$ cat src/rtl/mem_arbiter.sv
// Round-robin arbiter sharing one single-port word memory between instruction fetch and load/store.
// Screens illegal requests and returns the memory's registered read data one cycle after the grant.
module mem_arbiter #(
   parameter int MEMSIZE = 64
) (
   input  logic        clk,
   input  logic        reset,
   // fetch port
   input  logic        if_req,
   input  logic [31:0] if_addr,
   output logic        if_gnt,
   output logic        if_rvalid,
   output logic [31:0] if_rdata,
   output logic        if_err,
   // load/store port
   input  logic        d_req,
   input  logic        d_we,
   input  logic [31:0] d_addr,
   input  logic [31:0] d_wdata,
   input  logic [2:0]  d_funct3,
   output logic        d_gnt,
   output logic        d_rvalid,
   output logic [31:0] d_rdata,
   output logic        d_err,
   // memory side
   output logic [31:0] mem_addr,
   output logic [31:0] mem_value,
   output logic [2:0]  mem_funct3,
   output logic        mem_read,
   output logic        mem_write,
   input  logic [31:0] mem_data
);

   typedef enum logic [2:0] {
      NONE        = 3'd0,
      RESP_IF     = 3'd1,
      RESP_D      = 3'd2,
      RESP_ERR_IF = 3'd3,
      RESP_ERR_D  = 3'd4
   } resp_state_e;

   localparam logic [2:0] FUNCT3_WORD = 3'd2;
   localparam logic       GNT_IF      = 1'b0;
   localparam logic       GNT_D       = 1'b1;

   resp_state_e resp_state_q, resp_state_d;
   logic        last_gnt_q, last_gnt_d;
   logic        was_store_q, was_store_d;

   logic        gnt_if, gnt_d;
   logic        if_legal, d_legal, d_addr_ok, d_funct3_ok;

   // Grant selection; everything is held off while reset is high.
   always_comb begin
      // NOTE: every combinational output gets a default first so no path leaves it unassigned (no latches).
      gnt_if = 1'b0;
      gnt_d  = 1'b0;
      if (!reset) begin
         if (if_req && d_req) begin
            gnt_if = (last_gnt_q == GNT_D);
            gnt_d  = (last_gnt_q == GNT_IF);
         end else begin
            gnt_if = if_req;
            gnt_d  = d_req;
         end
      end
   end

   assign if_gnt = gnt_if;
   assign d_gnt  = gnt_d;

   always_comb begin
      if_legal    = (if_addr < 32'(MEMSIZE));
      d_addr_ok   = (d_addr < 32'(MEMSIZE));
      d_funct3_ok = 1'b1;
      if (d_we) begin
         d_funct3_ok = (d_funct3 <= 3'd2);
      end else begin
         d_funct3_ok = !((d_funct3 == 3'd3) || (d_funct3 == 3'd6) || (d_funct3 == 3'd7));
      end
      d_legal = d_addr_ok && d_funct3_ok;
   end

   // Memory strobes go out in the grant cycle; illegal grants leave memory untouched.
   always_comb begin
      mem_addr   = '0;
      mem_value  = '0;
      mem_funct3 = '0;
      mem_read   = 1'b0;
      mem_write  = 1'b0;
      if (gnt_if && if_legal) begin
         mem_read   = 1'b1;
         mem_funct3 = FUNCT3_WORD;
         mem_addr   = if_addr;
      end else if (gnt_d && d_legal) begin
         mem_addr   = d_addr;
         mem_funct3 = d_funct3;
         if (d_we) begin
            mem_write = 1'b1;
            mem_value = d_wdata;
         end else begin
            mem_read = 1'b1;
         end
      end
   end

   // The grant made this cycle fully determines next cycle's response.
   always_comb begin
      resp_state_d = NONE;
      last_gnt_d   = last_gnt_q;
      was_store_d  = 1'b0;
      if (gnt_if) begin
         last_gnt_d   = GNT_IF;
         resp_state_d = if_legal ? RESP_IF : RESP_ERR_IF;
      end else if (gnt_d) begin
         last_gnt_d   = GNT_D;
         was_store_d  = d_we;
         resp_state_d = d_legal ? RESP_D : RESP_ERR_D;
      end
   end

   // NOTE: sequential state uses non-blocking assignments only, so every flop samples pre-edge values.
   always_ff @(posedge clk or posedge reset) begin
      if (reset) begin
         resp_state_q <= NONE;
         last_gnt_q   <= GNT_IF;
         was_store_q  <= 1'b0;
      end else begin
         resp_state_q <= resp_state_d;
         last_gnt_q   <= last_gnt_d;
         was_store_q  <= was_store_d;
      end
   end

   always_comb begin
      if_rvalid = 1'b0;
      if_err    = 1'b0;
      if_rdata  = '0;
      d_rvalid  = 1'b0;
      d_err     = 1'b0;
      d_rdata   = '0;
      unique case (resp_state_q)
         RESP_IF: begin
            if_rvalid = 1'b1;
            if_rdata  = mem_data;
         end
         RESP_D: begin
            d_rvalid = 1'b1;
            d_rdata  = was_store_q ? '0 : mem_data;
         end
         RESP_ERR_IF: begin
            if_rvalid = 1'b1;
            if_err    = 1'b1;
         end
         RESP_ERR_D: begin
            d_rvalid = 1'b1;
            d_err    = 1'b1;
         end
         default: ;
      endcase
   end

endmodule

$ cat config.mk
export PLATFORM = sky130hd
export DESIGN_NAME = mem_arbiter
export DESIGN_NICKNAME = d
export VERILOG_FILES = /design/src/rtl/mem_arbiter.sv
export SDC_FILE = /design/constraint.sdc
export NUM_CORES = 1
export LEC_CHECK = 0
export BUFFER_PORTS_ARGS = -buffer_cell sky130_fd_sc_hd__buf_2
export CAP_MARGIN = 25
export CORE_AREA = 3 3 107 109
export DETAILED_ROUTE_END_ITERATION = 7
export DIE_AREA = 0 0 110 112
export HOLD_SLACK_MARGIN = 0.12
export PLACE_DENSITY = 0.5
export SETUP_SLACK_MARGIN = 0.5
export SLEW_MARGIN = 30
export SYNTH_ARGS = -nofsm -noshare
export SYNTH_HDL_FRONTEND = slang
export SYNTH_SLANG_ARGS = --single-unit
$ cat constraint.sdc
create_clock -name clk -period 2.5 [get_ports clk]
set_input_delay 0.5 -clock clk [delete_from_list [all_inputs] [get_ports clk]]
set_output_delay 0.5 -clock clk [all_outputs]
set_load 0.02 [all_outputs]
# Word level (Yosys, flattened, before mapping)
# Cells that the tools add are included.
[classes]
magnitude_cmp = 3
n_eq_ne = 7
mux = 33
n_bitwise = 1
n_reduce_logical = 10
[ops]
columns = ["cell", "count"]
rows = [
  ["32-bit two-way mux", 8],
  ["32-bit by 7-bit < comparator with 1-bit output (second input constant)", 2],
  ["1-bit two-way mux", 19],
  ["3-bit two-way mux", 5],
  ["3-bit by 2-bit == test with 1-bit output (second input constant)", 3],
  ["3-bit == test (second input constant)", 3],
  ["1-bit logical AND", 4],
  ["2-bit OR reduction", 2],
  ["3-bit by 1-bit == test with 1-bit output (second input constant)", 1],
  ["3-bit by 2-bit <= comparator with 1-bit output (second input constant)", 1],
  ["1-bit logical OR", 2],
  ["2-bit two-way mux", 1],
  ["2-bit nonzero test", 1],
  ["1-bit zero test", 1],
  ["1-bit inverter", 1],
]
[totals]
reg_bits = 5
input_bits = 136
output_inout_bits = 139
word_cells = 57

# Depth between registers and ports, before layout
# Gate-level depths: netlist of run 1.
[depth]
depth_word = 9
ltp_mapped = 5
ltp_nobuf = 4

# Least setup slack after synthesis of run 1
# No wires, ideal clock.
[synth_path]
path_type = "input-to-output"
from = "input d_addr[13]"
to = "output mem_addr[0]"
arrival_time_ns = 1.835
required_time_ns = 2.000
slack_ns = 0.165
path_stages = 5
path_buffers = 1
cell_sequence = "nor4_2 > nand4_2 > or3_1 > clkbuf_2 > o2bb2ai_1"
[synth_between]
elab_chain_len = 5
[synth_lines]
columns = ["element", "line_no", "source"]
rows = [
  ["start, declared", "18", "input logic [31:0] d_addr,"],
  ["32-bit by 7-bit < comparator with 1-bit output", "74", "d_addr_ok = (d_addr < 32'(MEMSIZE));"],
  ["1-bit logical AND", "81", "d_legal = d_addr_ok && d_funct3_ok;"],
  ["1-bit logical AND", "95", "end else if (gnt_d && d_legal) begin"],
  ["32-bit two-way mux", "95", ""],
  ["32-bit two-way mux", "91", "if (gnt_if && if_legal) begin"],
  ["end, declared", "26", "output logic [31:0] mem_addr,"],
]
# Every way passes these cells.

# Worst setup path in the final report of run 1
[layout_path]
from = "input d_addr[30]"
to = "output mem_value[22]"
[layout_between]
elab_chain_len = 5
[layout_lines]
columns = ["element", "line_no", "source"]
rows = [
  ["32-bit by 7-bit < comparator with 1-bit output", "74", ""],
  ["1-bit logical AND", "81", ""],
  ["1-bit logical AND", "95", ""],
  ["32-bit two-way mux", "95", ""],
  ["32-bit two-way mux", "91", ""],
  ["end, declared", "27", "output logic [31:0] mem_value,"],
]
# Every way passes these cells.

==> results of run 1 <==
[power breakdown]
group	internal, W	switching (W)
Combinational	0.000281	0.000264
Clock	0.000107	0.0000407
Sequential	0.0000890	0.00000987
[worst max-delay path: stages]
cell and delay (ns):
buf_6 0.10, nor4_4 0.27, nand4_2 0.20, nor4_4 0.26, buf_6 0.17, buf_16 0.14, and2_1 0.15, buf_6 0.12
[timing repair]
action,4_1_cts,5_1_grt
buffers inserted,8,3
endpoints found under the setup margin,107,107
pin swaps,10,67
cloned,4,4
gates resized for setup,82,248
[placed cells by master, fill, tap and decap left out, types with 3 or more instances in the layout]
cell,synthesis,layout
and2_1,99,4
buf_4,26,14
nor4_2,3,3
dfrtp_1,5,3
clkbuf_16,0,3
clkbuf_8,0,3
conb_1,1,26
inv_1,4,4
o31ai_1,6,5
buf_2,0,129
and2_4,0,94
o2bb2ai_4,0,6
nor2_1,5,5
buf_12,0,3
nor4_4,1,10
a21o_1,3,3
buf_6,3,123
buf_8,0,4
[worst min-delay path by stage]
stage                            endpoint  slack [ns]  depth (start not counted)
after global placement         last_gnt_q        0.43                          2
after CTS                 resp_state_q[0]        0.20                          2
after floorplan                last_gnt_q        0.29                          1
after detailed placement       last_gnt_q        0.44                          2
after global routing      resp_state_q[0]        0.20                          2
final                     resp_state_q[0]        0.20                          2
[cell type report]
cell class / count / share of cell area
Clock inverter: 1 / 0.001141
Tap cell: 140 / 0.03994
Multi-Input combinational cell: 180 / 0.3792
Inverter: 4 / 0.003424
Sequential cell: 5 / 0.02910
Clock buffer: 3 / 0.009415
Timing Repair Buffer: 277 / 0.5378
[flip-flops by register name, summed over array words and instances (netlist names)]
name          cells
resp_state_q      3
last_gnt_q        1
was_store_q       1
[cell families (layout without fill, tap and decap cells)]
kind of cell,count (synthesis),in the layout,share of synthesized area
AOI/OAI and AO/OA,20,20,0.1066
and+or+nand+nor,133,133,0.6053
DFF,5,5,0.08811
other,1,26,0.002641
xor gates and xnor gates,1,1,0.006169
buffers and inverters,40,285,0.1912
[through the flow]
stage	cells	TNS [ns]	hold slack, ns	cell area (um2)	utilization
2_1_floorplan	225	0	0.2868	1778	-
3_3_place_gp	587	0	0.4258	3035	0.2837
3_5_place_dp	587	0	0.4356	3035	0.2837
4_1_cts	603	0	0.1955	3505	0.3276
5_1_grt	610	-0.04196	0.2025	4385	0.4099
6_report	610	0	0.1950	4385	0.4099
[routing by layer]
metal / part of all wire / routed length (um)
met5: 0 / 0
met2: 0.59 / 5550
met3: 0.10 / 964
met4: 0.0037 / 35
met1: 0.31 / 2910
==> impl_results.md, run 1 <==
- I/O pins: 275
- Inserted Clock Buffers: 3
- Clk buf depth: 2
- HPWL after DPL: 6.628 mm
- Total power: 0.0007918 W
- Most common flop cell mapped by yosys: dfrtp_1
- Leakage Power: 2.251 nW
- Final Skew: 0.002146 ns
- Post-synth EDFFs: 0
- Final Max Tran Viols: 0
- Met2 Use GR: 0.2520
- Status: finished, final reports clean
- Number of global-route vias before repair: 2313
- Period utilization: 0.9691
- Grt peak-use layer: met2
- R2R Setup Slk: 0.90 ns
- Die height: 112 um
- Top post-synthesis cells by area: and2_1 44%, buf_4 14%, dfrtp_1 8.8%
- Layout cells sized above 1: 0.8660
- Worst path required time: 2.00 ns
- Pwr per Cell Area: 180.5 nW/um2
- Seq/Total Area, Yosys: 0.08811
- Iteration-0 DRC Markers: 50
- Crit path from: d_addr[30]
- Pin count of the biggest net entering global routing: 18
- CP Capture Type: output port
- Final setup fails: 0
- Clock slew at reported path FFs: 0.04 ns
- Grt total ovfl: 0
- Multi-input logic area: 1663 um2
- Setup crit end: mem_value[22]
- WL final: 9.460 mm
- CTS tree: yes
- FF+latch area: 127.6 um2
- Clk Latency, worst-skew pair: 0.22 ns
- Worst IR Drop VDD: 0.00008952 V
- F_max: 412.8 MHz
- Diodes inserted: 0
- CTS root buf: clkbuf_8
- Final hold vios: 0
- Post-synthesis register bit count: 5
- Detailed-route via count: 2408
- Rows: 38
- GR Util met1: 0.1053
- Via density: 3.948
- Final Wtd Congestion: 0.8088
- Syn Std Cell Area: 1420 um2
- Warnings from Yosys: 0
- Share of the synthesized area in the top cell type: 0.4361
- Starting Density: 0.1327
- Synth top cells by count: 99 x and2_1, 26 x buf_4, 9 x nor4_1
- Crit start category: primary input
- R2r endpoint: resp_state_q[1]
- Yosys cell types: 31
- CTS sink cnt: 5
- Syn avg cell area: 7.101 um2
- Cts hold-fix bufs: 0
- Met3 Use GR: 0.02261
- Final worst setup slack: 0.07736 ns
- WP data arrival: 1.92 ns
- Register-to-Register Path Depth: 5
- 1st-pass router iterations: 4
- Core box area: 10700 um2
- Top-count cell post-synth: and2_1
- Layout Nets: 607
- First-pass GRT wire length: 11.32 mm
- WL/cell: 15.51 um
- Post-layout min period: 2.423 ns
- GRT Resource Usage Total: 0.1165
- Port Buffers: 248
- Reg2reg start: last_gnt_q
- Worst-path fanout max: 16
- Syn Inst Count: 200
- Htree depth: 1
- Antenna viol nets, final: 0
- FILL cells: 1022
- P&R area growth vs syn: 208.8%
- Post-synth top area cell: and2_1
- Async set-or-reset flop fraction in the synthesized netlist: 1.000
- Max cap viols: 0
- DP Worst Slack: 0.005274 ns
- Type of the worst setup path: in2out
- Die W: 110 um
- Worst hold-check path type: in2async
- DIE AREA: 12320 um2
- DRC Markers: 0
- RSZ-0062 raised after global routing: true
- Antenna violations before repair: 0
Note: power is estimated with default switching activity, not from simulation.
==> run 2: changes to the inputs <==
GPL_TIMING_DRIVEN = 0   (was default)
==> run 2 against run 1 <==
  * Wire length is 3.8% lower
  * First-iteration DRC count is 20% higher
  * Clock skew hardly changed
  * Combinational power is 6.2% higher
  * Power is 4.1% higher
  * Largest cell class unchanged
==> impl_results.md, run 2 (same netlist as run 1, synthesis figures left out) <==
- Sw Ratio: 0.3788 (-0.01884)
- WL final: 9.098 mm (-3.8%)
- Layout Nets: 645 (+6.3%)
- Sequential share of power: 0.119 (-0.006)
- WL/cell: 14.04 um (-9.5%)
- First-pass GRT wire length: 12.44 mm (+9.9%)
- Post-layout min period: 2.464 ns (+0.04171 ns)
- GRT Resource Usage Total: 0.1273 (+0.01075)
- Pin count of the biggest net entering global routing: 11 (-7)
- Biggest register: resp_state_q
- CTS sink cnt: 5 (unchanged)
- Inserted Clock Buffers: 3 (unchanged)
- Max FFs per register: 3 (unchanged)
- CTS tree: yes
- I/O pins: 275 (unchanged)
- Grt total ovfl: 0 (unchanged)
- Final Skew: 0.001820 ns (-0.0003258 ns)
- Sw power: 0.0003124 W (-0.79%)
- DRC Markers: 0 (unchanged)
- Total power: 0.0008245 W (+4.1%)
- Biggest registers after layout: resp_state_q x3, last_gnt_q x1, was_store_q x1
- Antenna viol nets, final: 0 (unchanged)
- DIE AREA: 12320 um2 (unchanged)
- Layout cells sized above 1: 0.8563 (-0.009658)
- Max cap viols: 0 (unchanged)
- Status: finished, final reports clean
- Most frequent cells in the layout: 132 x buf_2, 123 x buf_6, 89 x and2_4
- WP data arrival: 1.96 ns (+0.04 ns)
- Pwr per Cell Area: 177.7 nW/um2 (-1.6%)
- Internal power: 0.0005122 W (+7.4%)
- Leakage Power: 2.449 nW (+8.8%)
- Worst hold-check path type: in2async
- RSZ-0062 raised after global routing: true
- Htree depth: 1 (unchanged)
- Type of the worst setup path: in2out
- Core box area: 10700 um2 (unchanged)
- Crit start category: primary input
- Most common cell after layout, fill and taps aside: buf_2
- 1st-pass router iterations: 4 (unchanged)
- Number of global-route vias before repair: 2576 (+11%)
- Die W: 110 um (unchanged)
- Final Wtd Congestion: 0.8608 (+6.4%)
- Clock slew at reported path FFs: 0.04 ns (about the same)
- Worst IR Drop VDD: 0.00008941 V (-0.12%)
- Die height: 112 um (unchanged)
- HPWL after DPL: 6.920 mm (+4.4%)
- Comb power frac: 0.702 (+0.014)
- Port Buffers: 248 (unchanged)
- Final setup fails: 0 (unchanged)
- Diodes inserted: 0 (unchanged)
- Starting Density: 0.1327 (unchanged)
- Clk buf depth: 2 (unchanged)
- CP Capture Type: output port
- Period utilization: 0.9857 (+0.01668)
- Iteration-0 DRC Markers: 60 (+20%)
- Worst path required time: 2.00 ns (about the same)
- Rows: 38 (unchanged)
- Clk Latency, worst-skew pair: 0.22 ns (about the same)
- Register-to-Register Path Depth: 5 (unchanged)
- P&R area growth vs syn: 226.7%
- F_max: 405.8 MHz (-1.7%)
- Detailed-route via count: 2561 (+6.4%)
- Worst-path fanout max: 7 (-9)
- Final Max Tran Viols: 0 (unchanged)
- Antenna violations before repair: 0 (unchanged)
- CTS root buf: clkbuf_8
- Via density: 3.952 (+0.12%)
- Fin util: 0.4337 (+0.02374)
- Final hold vios: 0 (unchanged)
- Clock power share: 0.179 (-0.008)
run 2: critical path, cell delays in order:
cell and delay [ns]:
buf_6 0.09, nor4_4 0.28, nand4_1 0.26, or3_4 0.41, buf_12 0.16, o2bb2ai_4 0.13, buf_6 0.13
run 2: through the flow:
stage | hold slack [ns] | setup TNS [ns] | instances | cell area [um2] | setup slack (ns)
after floorplan | 0.2868 | 0 | 225 | 1778 | 0.2491
final | 0.1978 | 0 | 648 | 4639 | 0.03565
after global routing | 0.2104 | -0.07013 | 648 | 4639 | -0.01630
after global placement | 0.4227 | -11.01 | 613 | 3194 | -0.1988
after detailed placement | 0.4317 | -6.599 | 613 | 3201 | -0.1933
after CTS | 0.1989 | -0.01336 | 640 | 4395 | -0.008672
run 2: power by group through the flow:
| stage | registers, W | logic, W | clock network (W) |
|---|---|---|---|
| finish | 0.0000980 | 0.000579 | 0.000148 |
| global route | 0.0000993 | 0.000616 | 0.000157 |
| CTS | 0.0000980 | 0.000535 | 0.000150 |
| global placement | 0.0000969 | 0.000392 | 0 |
| detailed placement | 0.0000980 | 0.000397 | 0 |
| floorplan | 0.0000949 | 0.000209 | 0 |
run 2: area by class of cell:
class,count,area (um2)
Buffer,36,346.6
Clock buffer,4,45.04
Fill cell,1021,6058
Inverter,4,15.01
Multi-Input combinational cell,180,1628
Sequential cell,5,127.6
Tap cell,140,175.2
Timing Repair Buffer,279,2302
run 2: path summary, 6_finish.rpt:
check,from,endpoint,slack (ns)
setup reg to reg,last_gnt_q,resp_state_q[1],0.86
setup / recovery,d_addr[14],mem_addr[1],0.04
min in group clk,last_gnt_q,last_gnt_q,0.51
hold / removal,reset,last_gnt_q,0.20
hold reg to reg,last_gnt_q,last_gnt_q,0.51
max in group asynchronous,reset,resp_state_q[1],2.11
run 2: repair_timing:
action	CTS	global route
hold buffers	0	0
gates cloned	6	1
endpoints found under the setup margin	107	105
setup buffers	17	7
pin swaps	66	26
resized for setup	292	50
run 2: routing by layer:
metal | global-route usage | part of all wire | up-vias
met2 | 0.2811 | 0.59 | 158
li1 | - | - | 1232
met4 | 0.01995 | 0.0023 | 0
met3 | 0.02145 | 0.098 | 2
met1 | 0.1138 | 0.31 | 1169
met5 | 0 | 0 | -
==> run 3: changes to the inputs <==
RECOVER_POWER = 100   (was default)
==> run 3 against run 2 <==
  * Worst hold slack worse by 0.0076 ns
  * Die area unchanged
  * Critical path depth unchanged
  * Sequential power about the same
  * Via count about the same
  * Power about the same
==> impl_results.md, run 3 (same netlist as run 1, synthesis figures left out) <==
- Status: finished, final reports clean
- Die height: 112 um (unchanged)
- Number of global-route vias before repair: 2576 (unchanged)
- Max FFs per register: 3 (unchanged)
- Worst-path fanout max: 7 (unchanged)
- WL final: 9.094 mm (about the same)
- Post-layout min period: 2.464 ns (-0.0000003000 ns)
- Pwr per Cell Area: 177.7 nW/um2 (about the same)
- Antenna viol nets, final: 0 (unchanged)
- Final Wtd Congestion: 0.8608 (unchanged)
- CP Capture Type: output port
- Core box area: 10700 um2 (unchanged)
- Period utilization: 0.9857 (about the same)
- Multi-input logic area: 1628 um2 (unchanged)
- Clk buf depth: 2 (unchanged)
- Rows: 38 (unchanged)
- F_max: 405.8 MHz (unchanged)
- Pin count of the biggest net entering global routing: 11 (unchanged)
- Placed cell count: 613 (unchanged)
- 1st-pass router iterations: 4 (unchanged)
- Antenna violations before repair: 0 (unchanged)
- Clk Latency, worst-skew pair: 0.22 ns (about the same)
- Port Buffers: 248 (unchanged)
- Critical path, cell by cell: buf_6, nor4_4, nand4_1, or3_4, buf_12, o2bb2ai_4, buf_6
- HPWL after DPL: 6.920 mm (unchanged)
- DP Area: 3201 um2 (unchanged)
- Worst hold-check path type: in2async
- Iteration-0 DRC Markers: 61 (+1.7%)
- Final hold vios: 0 (unchanged)
- Biggest register: resp_state_q
- Worst path required time: 2.00 ns (about the same)
- Cell mode on critical path: buf_6
- Biggest registers after layout: resp_state_q x3, last_gnt_q x1, was_store_q x1
- CTS sink cnt: 5 (unchanged)
- DRC Markers: 0 (unchanged)
- Slowest cell on crit path: or3_4
- Grt total ovfl: 0 (unchanged)
- Clock slew at reported path FFs: 0.04 ns (about the same)
- Final Max Tran Viols: 0 (unchanged)
- Crit start category: primary input
- Via density: 3.955 (about the same)
- Hold slack: 0.1903 ns (-0.007555 ns)
- WL/cell: 14.03 um (about the same)
- Leakage Power: 2.447 nW (-0.11%)
- CTS tree: yes
- Max stage delay on crit path: 0.41 ns (about the same)
- Final setup fails: 0 (unchanged)
- Most frequent cells in the layout: 131 x buf_2, 123 x buf_6, 89 x and2_4
- Starting Density: 0.1327 (unchanged)
- Top delay family on crit path: simple AND/OR/NAND/NOR gates
- Inserted Clock Buffers: 3 (unchanged)
- CTS root buf: clkbuf_8
- Worst IR Drop VDD: 0.00008941 V (about the same)
- P&R area growth vs syn: 226.6% (about the same)
- Layout Nets: 645 (unchanged)
- WP data arrival: 1.96 ns (about the same)
- Die W: 110 um (unchanged)
- Most common cell after layout, fill and taps aside: buf_2
- Crit path buf inv count: 3 (unchanged)
- Final Skew: 0.001933 ns (+0.0001132 ns)
- GRT Resource Usage Total: 0.1273 (unchanged)
- Total power: 0.0008244 W (about the same)
- Detailed-route via count: 2563 (+0.078%)
- Max cap viols: 0 (unchanged)
- Cell Count, Final, Fillers Out: 648 (unchanged)
- Type of the worst setup path: in2out
- FILL cells: 1019 (-0.20%)
- I/O pins: 275 (unchanged)
- Diodes inserted: 0 (unchanged)
- First-pass GRT wire length: 12.44 mm (unchanged)
- DIE AREA: 12320 um2 (unchanged)
- Layout cells sized above 1: 0.8543 (-0.001969)
- FF+latch area: 127.6 um2 (unchanged)
- Fin util: 0.4336 (about the same)
- Htree depth: 1 (unchanged)
- Post-route cell area: 4638 um2 (about the same)
- RSZ-0062 raised after global routing: true
[run 3: layer usage]
| layer | global-route usage | wire length [um] | vias up |
|---|---|---|---|
| li1 | - | - | 1232 |
| met1 | 0.1138 | 2809 | 1171 |
| met2 | 0.2811 | 5369 | 158 |
| met3 | 0.02145 | 893 | 2 |
| met4 | 0.01995 | 21 | 0 |
| met5 | 0 | 0 | - |
[run 3: power by group]
group | internal, W | switching [W] | leakage (nW)
Clock | 0.000109 | 0.0000383 | 0.0228
Combinational | 0.000314 | 0.000265 | 2.36
Sequential | 0.0000891 | 0.00000892 | 0.0614
Total | 0.000512 | 0.000312 | 2.45
[run 3: worst paths after layout]
path                            start               to  slack [ns]  depth (start not counted)
max                        d_addr[14]      mem_addr[1]        0.04                          7
min                             reset       last_gnt_q        0.19                          2
max reg2reg                last_gnt_q  resp_state_q[1]        0.86                          5
min reg2reg                last_gnt_q       last_gnt_q        0.51                          1
max in group asynchronous       reset  resp_state_q[1]        2.12                          2
min in group clk           last_gnt_q       last_gnt_q        0.51                          1
[run 3: layout make-up]
type / instances / area share
Timing Repair Buffer: 279 / 0.4961
Multi-Input combinational cell: 180 / 0.3510
Buffer: 36 / 0.07472
Tap cell: 140 / 0.03777
Sequential cell: 5 / 0.02752
Clock buffer: 4 / 0.009711
Inverter: 4 / 0.003237
[run 3: worst reg2reg max path, delay by kind of cell (launching register included)]
| family | cells | cell delay (ns) |
|---|---|---|
| simple gates | 1 | 0.44 |
| flops | 1 | 0.40 |
| buf+inv | 2 | 0.29 |
| compound gates | 2 | 0.43 |
[run 3: per-stage QoR]
stage                     TNS (ns)  setup WS [ns]
after detailed placement    -6.599        -0.1933
final                            0        0.03565
after CTS                 -0.01336      -0.008672
after floorplan                  0         0.2491
after global routing      -0.07013       -0.01630
after global placement      -11.01        -0.1988
[run 3: repair_timing]
item / in CTS / in global routing
setup buffers: 17 / 7
pin swaps: 66 / 26
endpoints found under the setup margin: 107 / 105
gates cloned: 6 / 1
resized for setup: 292 / 50
hold buffers: 0 / 0
